$ cat src/rtl/issue_decode_multi.sv
// N-way in-order issue/decode stage: decodes up to ISSUE_W fetched instructions per cycle,
// routes them to the ALU or LD/ST reservation station under credit control, halts on illegal ops.
module issue_decode_multi #(
    parameter int unsigned XLEN         = 32,
    parameter int unsigned ISSUE_W      = 2,
    parameter int unsigned ALU_CREDITS  = 8,
    parameter int unsigned LDST_CREDITS = 4,
    localparam int unsigned CW          = $clog2(ISSUE_W + 1)
) (
    input  logic                    clk,
    input  logic                    rst,
    input  logic                    flush,
    input  logic [ISSUE_W-1:0]      fetch_valid,
    input  logic [ISSUE_W*XLEN-1:0] fetch_instr,
    input  logic [ISSUE_W*XLEN-1:0] fetch_pc,
    output logic [CW-1:0]           fetch_take,
    input  logic [CW-1:0]           alu_rel,
    input  logic [CW-1:0]           ldst_rel,
    output logic [ISSUE_W-1:0]      iss_valid,
    output logic [ISSUE_W-1:0]      iss_ldst,
    output logic [ISSUE_W*4-1:0]    iss_op,
    output logic [ISSUE_W*7-1:0]    iss_opc,
    output logic [ISSUE_W*5-1:0]    iss_rd,
    output logic [ISSUE_W*5-1:0]    iss_rs1,
    output logic [ISSUE_W*5-1:0]    iss_rs2,
    output logic [ISSUE_W-1:0]      iss_use_rd,
    output logic [ISSUE_W-1:0]      iss_use_rs1,
    output logic [ISSUE_W-1:0]      iss_use_rs2,
    output logic [ISSUE_W*XLEN-1:0] iss_imm,
    output logic [ISSUE_W*XLEN-1:0] iss_pc,
    output logic                    illegal,
    output logic [XLEN-1:0]         illegal_pc
);

    // Counter widths leave headroom for a full-scale release on top of the reset value.
    localparam int unsigned AW = $clog2(ALU_CREDITS + (1 << CW) + 1);
    localparam int unsigned LW = $clog2(LDST_CREDITS + (1 << CW) + 1);

    localparam logic [6:0] OpLoad   = 7'b0000011;
    localparam logic [6:0] OpStore  = 7'b0100011;
    localparam logic [6:0] OpLui    = 7'b0110111;
    localparam logic [6:0] OpAuipc  = 7'b0010111;
    localparam logic [6:0] OpJal    = 7'b1101111;
    localparam logic [6:0] OpJalr   = 7'b1100111;
    localparam logic [6:0] OpBranch = 7'b1100011;
    localparam logic [6:0] OpImm    = 7'b0010011;
    localparam logic [6:0] OpOp     = 7'b0110011;

    typedef enum logic [0:0] {StRun, StHalt} state_e;

    state_e state_q, state_d;

    logic [ISSUE_W-1:0]           dec_legal;
    logic [ISSUE_W-1:0]           dec_ldst;
    logic [ISSUE_W-1:0]           dec_urd;
    logic [ISSUE_W-1:0]           dec_urs1;
    logic [ISSUE_W-1:0]           dec_urs2;
    logic [ISSUE_W-1:0][XLEN-1:0] dec_imm;
    logic [ISSUE_W-1:0][3:0]      dec_op;

    for (genvar g = 0; g < ISSUE_W; g++) begin : g_dec
        logic [XLEN-1:0]    ins;
        logic [6:0]         opc;
        logic               legal;
        logic               ldst;
        logic               urd;
        logic               urs1;
        logic               urs2;
        logic               qual;
        logic signed [31:0] imm32;

        assign ins = fetch_instr[g*XLEN +: XLEN];
        assign opc = ins[6:0];

        always_comb begin
            legal = 1'b1;
            ldst  = 1'b0;
            urd   = 1'b1;
            urs1  = 1'b0;
            urs2  = 1'b0;
            imm32 = '0;
            case (opc)
                OpLoad: begin
                    ldst  = 1'b1;
                    urs1  = 1'b1;
                    imm32 = {{20{ins[31]}}, ins[31:20]};
                end
                OpStore: begin
                    ldst  = 1'b1;
                    urd   = 1'b0;
                    urs1  = 1'b1;
                    urs2  = 1'b1;
                    imm32 = {{20{ins[31]}}, ins[31:25], ins[11:7]};
                end
                OpLui, OpAuipc: begin
                    imm32 = {ins[31:12], 12'b0};
                end
                OpJal: begin
                    imm32 = {{11{ins[31]}}, ins[31], ins[19:12], ins[20], ins[30:21], 1'b0};
                end
                OpJalr: begin
                    urs1  = 1'b1;
                    imm32 = {{20{ins[31]}}, ins[31:20]};
                end
                OpBranch: begin
                    urd   = 1'b0;
                    urs1  = 1'b1;
                    urs2  = 1'b1;
                    imm32 = {{19{ins[31]}}, ins[31], ins[7], ins[30:25], ins[11:8], 1'b0};
                end
                OpImm: begin
                    urs1  = 1'b1;
                    imm32 = {{20{ins[31]}}, ins[31:20]};
                end
                OpOp: begin
                    urs1 = 1'b1;
                    urs2 = 1'b1;
                end
                default: begin
                    legal = 1'b0;
                    urd   = 1'b0;
                end
            endcase
            if (ins[11:7] == 5'd0) begin
                urd = 1'b0;
            end
        end

        // funct7[5] only qualifies R-type ops and the shift-right immediates.
        assign qual = ins[30] & ((opc == OpOp) | ((opc == OpImm) & (ins[14:12] == 3'b101)));

        assign dec_legal[g] = legal;
        assign dec_ldst[g]  = ldst;
        assign dec_urd[g]   = urd;
        assign dec_urs1[g]  = urs1;
        assign dec_urs2[g]  = urs2;
        assign dec_imm[g]   = XLEN'(imm32);
        assign dec_op[g]    = {qual, ins[14:12]};
    end

    logic [AW-1:0]      alu_cnt_q, alu_cnt_d, alu_used, alu_sum;
    logic [LW-1:0]      ldst_cnt_q, ldst_cnt_d, ldst_used, ldst_sum;
    logic [ISSUE_W-1:0] issue;
    logic [CW-1:0]      take;
    logic               halt_hit;
    logic [XLEN-1:0]    halt_pc;
    logic               go;

    // In-order issue scan: the first slot that cannot go blocks every younger slot.
    always_comb begin
        go        = (state_q == StRun) && !flush;
        issue     = '0;
        take      = '0;
        alu_used  = '0;
        ldst_used = '0;
        halt_hit  = 1'b0;
        halt_pc   = '0;
        for (int i = 0; i < ISSUE_W; i++) begin
            if (go) begin
                if (!fetch_valid[i]) begin
                    go = 1'b0;
                end else if (!dec_legal[i]) begin
                    go       = 1'b0;
                    halt_hit = 1'b1;
                    halt_pc  = fetch_pc[i*XLEN +: XLEN];
                end else if (dec_ldst[i] ? (ldst_used >= ldst_cnt_q)
                                         : (alu_used >= alu_cnt_q)) begin
                    go = 1'b0;
                end else begin
                    issue[i] = 1'b1;
                    take     = take + CW'(1);
                    if (dec_ldst[i]) begin
                        ldst_used = ldst_used + LW'(1);
                    end else begin
                        alu_used = alu_used + AW'(1);
                    end
                end
            end
        end
    end

    assign fetch_take = take;

    assign alu_sum    = alu_cnt_q - alu_used + AW'(alu_rel);
    assign ldst_sum   = ldst_cnt_q - ldst_used + LW'(ldst_rel);
    assign alu_cnt_d  = (alu_sum > AW'(ALU_CREDITS)) ? AW'(ALU_CREDITS) : alu_sum;
    assign ldst_cnt_d = (ldst_sum > LW'(LDST_CREDITS)) ? LW'(LDST_CREDITS) : ldst_sum;

    always_comb begin
        state_d = state_q;
        if (flush) begin
            state_d = StRun;
        end else if (halt_hit) begin
            state_d = StHalt;
        end
    end

    logic [ISSUE_W*4-1:0]    op_d;
    logic [ISSUE_W*7-1:0]    opc_d;
    logic [ISSUE_W*5-1:0]    rd_d, rs1_d, rs2_d;
    logic [ISSUE_W-1:0]      ldst_d, use_rd_d, use_rs1_d, use_rs2_d;
    logic [ISSUE_W*XLEN-1:0] imm_d, pc_d;

    // Slots that do not issue present all-zero fields downstream.
    always_comb begin
        op_d      = '0;
        opc_d     = '0;
        rd_d      = '0;
        rs1_d     = '0;
        rs2_d     = '0;
        ldst_d    = '0;
        use_rd_d  = '0;
        use_rs1_d = '0;
        use_rs2_d = '0;
        imm_d     = '0;
        pc_d      = '0;
        for (int i = 0; i < ISSUE_W; i++) begin
            if (issue[i]) begin
                op_d[i*4 +: 4]       = dec_op[i];
                opc_d[i*7 +: 7]      = fetch_instr[i*XLEN +: 7];
                rd_d[i*5 +: 5]       = fetch_instr[i*XLEN + 7 +: 5];
                rs1_d[i*5 +: 5]      = fetch_instr[i*XLEN + 15 +: 5];
                rs2_d[i*5 +: 5]      = fetch_instr[i*XLEN + 20 +: 5];
                ldst_d[i]            = dec_ldst[i];
                use_rd_d[i]          = dec_urd[i];
                use_rs1_d[i]         = dec_urs1[i];
                use_rs2_d[i]         = dec_urs2[i];
                imm_d[i*XLEN +: XLEN] = dec_imm[i];
                pc_d[i*XLEN +: XLEN]  = fetch_pc[i*XLEN +: XLEN];
            end
        end
    end

    always_ff @(posedge clk or posedge rst) begin
        if (rst) begin
            state_q     <= StRun;
            alu_cnt_q   <= AW'(ALU_CREDITS);
            ldst_cnt_q  <= LW'(LDST_CREDITS);
            illegal_pc  <= '0;
            iss_valid   <= '0;
            iss_ldst    <= '0;
            iss_op      <= '0;
            iss_opc     <= '0;
            iss_rd      <= '0;
            iss_rs1     <= '0;
            iss_rs2     <= '0;
            iss_use_rd  <= '0;
            iss_use_rs1 <= '0;
            iss_use_rs2 <= '0;
            iss_imm     <= '0;
            iss_pc      <= '0;
        end else begin
            state_q     <= state_d;
            alu_cnt_q   <= alu_cnt_d;
            ldst_cnt_q  <= ldst_cnt_d;
            if (halt_hit) begin
                illegal_pc <= halt_pc;
            end
            iss_valid   <= issue;
            iss_ldst    <= ldst_d;
            iss_op      <= op_d;
            iss_opc     <= opc_d;
            iss_rd      <= rd_d;
            iss_rs1     <= rs1_d;
            iss_rs2     <= rs2_d;
            iss_use_rd  <= use_rd_d;
            iss_use_rs1 <= use_rs1_d;
            iss_use_rs2 <= use_rs2_d;
            iss_imm     <= imm_d;
            iss_pc      <= pc_d;
        end
    end

    assign illegal = (state_q == StHalt);

    // A release beyond the RS size means the RS and this stage disagree on occupancy.
    alu_credit_ovf: assert property (@(posedge clk) disable iff (rst)
        alu_sum <= AW'(ALU_CREDITS));
    ldst_credit_ovf: assert property (@(posedge clk) disable iff (rst)
        ldst_sum <= LW'(LDST_CREDITS));

endmodule

$ cat config.mk
export PLATFORM = sky130hd
export DESIGN_NAME = issue_decode_multi
export DESIGN_NICKNAME = d
export VERILOG_FILES = /design/src/rtl/issue_decode_multi.sv
export SDC_FILE = /design/constraint.sdc
export NUM_CORES = 1
export LEC_CHECK = 0
export CAP_MARGIN = 10
export CORE_MARGIN = 2
export CORE_UTILIZATION = 41
export CTS_BUF_LIST = sky130_fd_sc_hd__clkbuf_8
export DETAILED_ROUTE_END_ITERATION = 7
export GPL_TIMING_DRIVEN = 0
export PLACE_DENSITY = 0.79
export RECOVER_POWER = 50
export SYNTH_ARGS = -nofsm -noshare
export SYNTH_HDL_FRONTEND = slang
export SYNTH_SLANG_ARGS = --single-unit
$ cat constraint.sdc
create_clock -name clk -period 7.45 [get_ports clk]
set_input_delay 0.745 -clock clk [delete_from_list [all_inputs] [get_ports clk]]
set_output_delay 0.745 -clock clk [all_outputs]
set_load 0.02 [all_outputs]
==> flow_summary.toml <==
[status]
outcome = "finished, violations left"
violations = "max-capacitance violations, max-slew violations"

[synthesis]
synthesis.nets = 909
seq_area_frac_synth_pct = 62.4
syn_inst = 754
ys_ff_latch = 231
syn-cell-area_um2 = 9270
ys.flop_type = "dfrtp_1"
synth-adder-area-share_pct = 2.75
ys_types = 58
synth_edf_count = 0
async_flop_share_pct = 100
synthMuxAreaShare_pct = 8.27
synth_top_family_by_area = "simple AND/OR/NAND/NOR gates"
syn_area_per_cell_um2 = 12.3
synth-compound-area-share_pct = 6.18
synth-simple-area-share_pct = 16.7
ys_warn_count = 0
synth_xor_area_share_pct = 0.378

[critical_path]
path_max_fanout = 10
arrival_ns = 5.98
cpMaxStageDelayCell = "nor4_1"
crit_type = "in -> reg"
r2r_setup_slack_ns = 2.11
crit_buf_inv = 5
crit_family = "simple AND/OR/NAND/NOR gates"
cp-end-kind = "register"
reg2regPathDepth = 20
r2r-end = "ldst_cnt_q[0]"
worstSetupStartpoint = "flush"
cp-start-kind = "input pin"
worstPathRequired_ns = 7.90
r2r-start = "ldst_cnt_q[2]"
critPathMaxStageDelay_ns = 0.54
crit_path_cell_trace = "clkdlybuf4s50_1, or3b_1, clkbuf_1, nor4_1, inv_1, ha_1, nand2b_1, nand3b_1, mux2i_2, nor3_1, buf_2, buf_2, nand2_1, fa_1, ha_1, a211oi_1, xnor2_1, nand3_1, o31ai_1, and2_1"

[placement]
portBuffers = 359
dpl.cell_count = 1399
dp_hpwl_um = 20600
gp_congestion = 0.874

[power_and_ir_drop]
p_leak_nw = 6.68
ir_drop_mv = 0.167
p_per_area_nw_per_um2 = 218

[clocking]
cts_root_buffer = "clkbuf_8"
ctsHoldBuffers = 0
clk-insertion-delay-late_ns = 0.52
path_clk_slew_ns = 0.06
cts_max_level = 2
cts_tree = "yes"
cts_resized = 0
cts_buffers = 40
post-cts-setup-buffers = 0
cts_max_path_buffers = 3
clock-sinks = 231

[global_route]
grt_usage_pct = 23.1
antenna_found_initial = 1
grt_max_degree = 128
grt_first_pass_wirelength_um = 42700
grt_pass1_vias = 7445
grt_overflow = 0

[sta]
rsz0062_at_grt = "false"
final-setup-viol-count = 0
min_period_ns = 5.53
tightest_slew_ns = 4.63
max_freq_ghz = 0.181
hold_violations = 0
slew_violations = 105
timing.final.crit_share_pct = 74.2
relSlewSlack_pct = -211
fin_skew_ns = 0.00919
timing.hold.ws_ns = 0.512

[cells_and_area]
area_growth_pct = 52.1
drive_above_1_share_pct = 13.1
final_nets = 1311
final_common_cell = "clkdlybuf4s50_1"
nFillCells = 1764
final_cell_mix = "248 x clkdlybuf4s50_1, 229 x dfrtp_1, 120 x and2_1"
fin_cells = 1473

[route]
avgRoutedWirePerCell_um = 18.9
drtIter0Drc = 376
totalWireLength_um = 27900
drc = 0
vias_per_cell = 4.93
dr_total_vias = 7258
postRouteAntennaNets = 0
dr.pass1.iters = 5

[floorplanning]
rows = 55
start_util_pct = 41.3
die_h_um = 154
dieArea_um2 = 23800
core_um2 = 22400
die_x_um = 154
pin_count = 362

[worst_hold_path]
holdPathStages = 3
min_from = "fetch_instr[35]"
hold_path.class = "in -> reg"
hold_path_end = "iss_opc[10]"

[job]
maxCapViolations = 1
==> power breakdown <==
group          switching, W  internal [W]
logic              0.000258      0.000267
clock network      0.000502      0.000698
registers         0.0000283       0.00132
==> layout make-up <==
| type | instances | area [um2] | area share [%] |
|---|---|---|---|
| Antenna cell | 1 | 2.50 | 0.0177 |
| Buffer | 40 | 194 | 1.38 |
| Clock buffer | 49 | 674 | 4.78 |
| Clock inverter | 24 | 178 | 1.26 |
| Inverter | 29 | 110 | 0.781 |
| Multi-Input combinational cell | 454 | 3180 | 22.6 |
| Sequential cell | 231 | 5780 | 41.0 |
| Tap cell | 285 | 357 | 2.53 |
| Timing Repair Buffer | 360 | 3620 | 25.7 |
==> flip-flops by register name (all words and copies together) (netlist names), 4 cells and up <==
signal	flops
illegal_pc	32
iss_rs2	10
iss_rs1	10
iss_rd	10
iss_opc	14
iss_imm	64
alu_cnt_q	4
iss_pc	64
ldst_cnt_q	4
iss_op	8
==> synth_stat cells, drive strengths merged (10+ instances only) <==
cell | instances | area, um2
clkbuf | 24 | 93.8
and3 | 11 | 68.8
and2 | 120 | 751
mux2 | 66 | 743
nor2 | 34 | 128
dfrtp | 229 | 5730
nand3 | 10 | 50.1
a21oi | 47 | 258
ha | 14 | 175
inv | 29 | 109
nand2 | 51 | 191
o21ai | 10 | 50.1
buf | 16 | 101
==> how the worst max path moves through the flow <==
stage | depth (start not counted) | endpoint | slack [ns]
2_1_floorplan | 1 | alu_cnt_q[0] | 0.38
3_3_place_gp | 2 | iss_imm[61] | -2.54
3_5_place_dp | 20 | ldst_cnt_q[0] | 1.33
4_1_cts | 20 | ldst_cnt_q[0] | 1.85
5_1_grt | 20 | ldst_cnt_q[0] | 1.47
6_report | 20 | ldst_cnt_q[0] | 1.92
==> per-stage QoR <==
stage | worst slack, ns | cell area, um2 | utilization, % | TNS, ns | power [W]
after floorplan | 0.375 | 9270 | - | 0 | 0.00165
after global placement | -2.54 | 13200 | 58.9 | -577.49 | 0.00188
after detailed placement | 1.33 | 13300 | 59.1 | 0 | 0.00190
after CTS | 1.85 | 14100 | 62.9 | 0 | 0.00311
after global routing | 1.47 | 14100 | 62.9 | 0 | 0.00322
final | 1.92 | 14100 | 62.9 | 0 | 0.00307
==> kinds of logic after synthesis <==
| kind of cell | Yosys count |
|---|---|
| and+or+nand+nor | 272 |
| DFF | 231 |
| AOI/OAI and AO/OA | 91 |
| buffers and inverters | 69 |
| muxes | 68 |
| adders and majority gates | 18 |
| xor gates and xnor gates | 4 |
| other | 1 |
==> routing by layer <==
layer	vias up	global-route usage, %	routed length [um]
met5	-	0	0
met4	0	8.64	915
met3	60	5.44	1850
met2	295	39.1	13800
met1	3568	29.0	11300
li1	3335	-	-
==> worst min-delay path: cells and delay by family <==
family	cells	cell delay, ns
buf+inv	2	0.19
simple gates	1	0.05
Power figures use the tool's default switching activity.
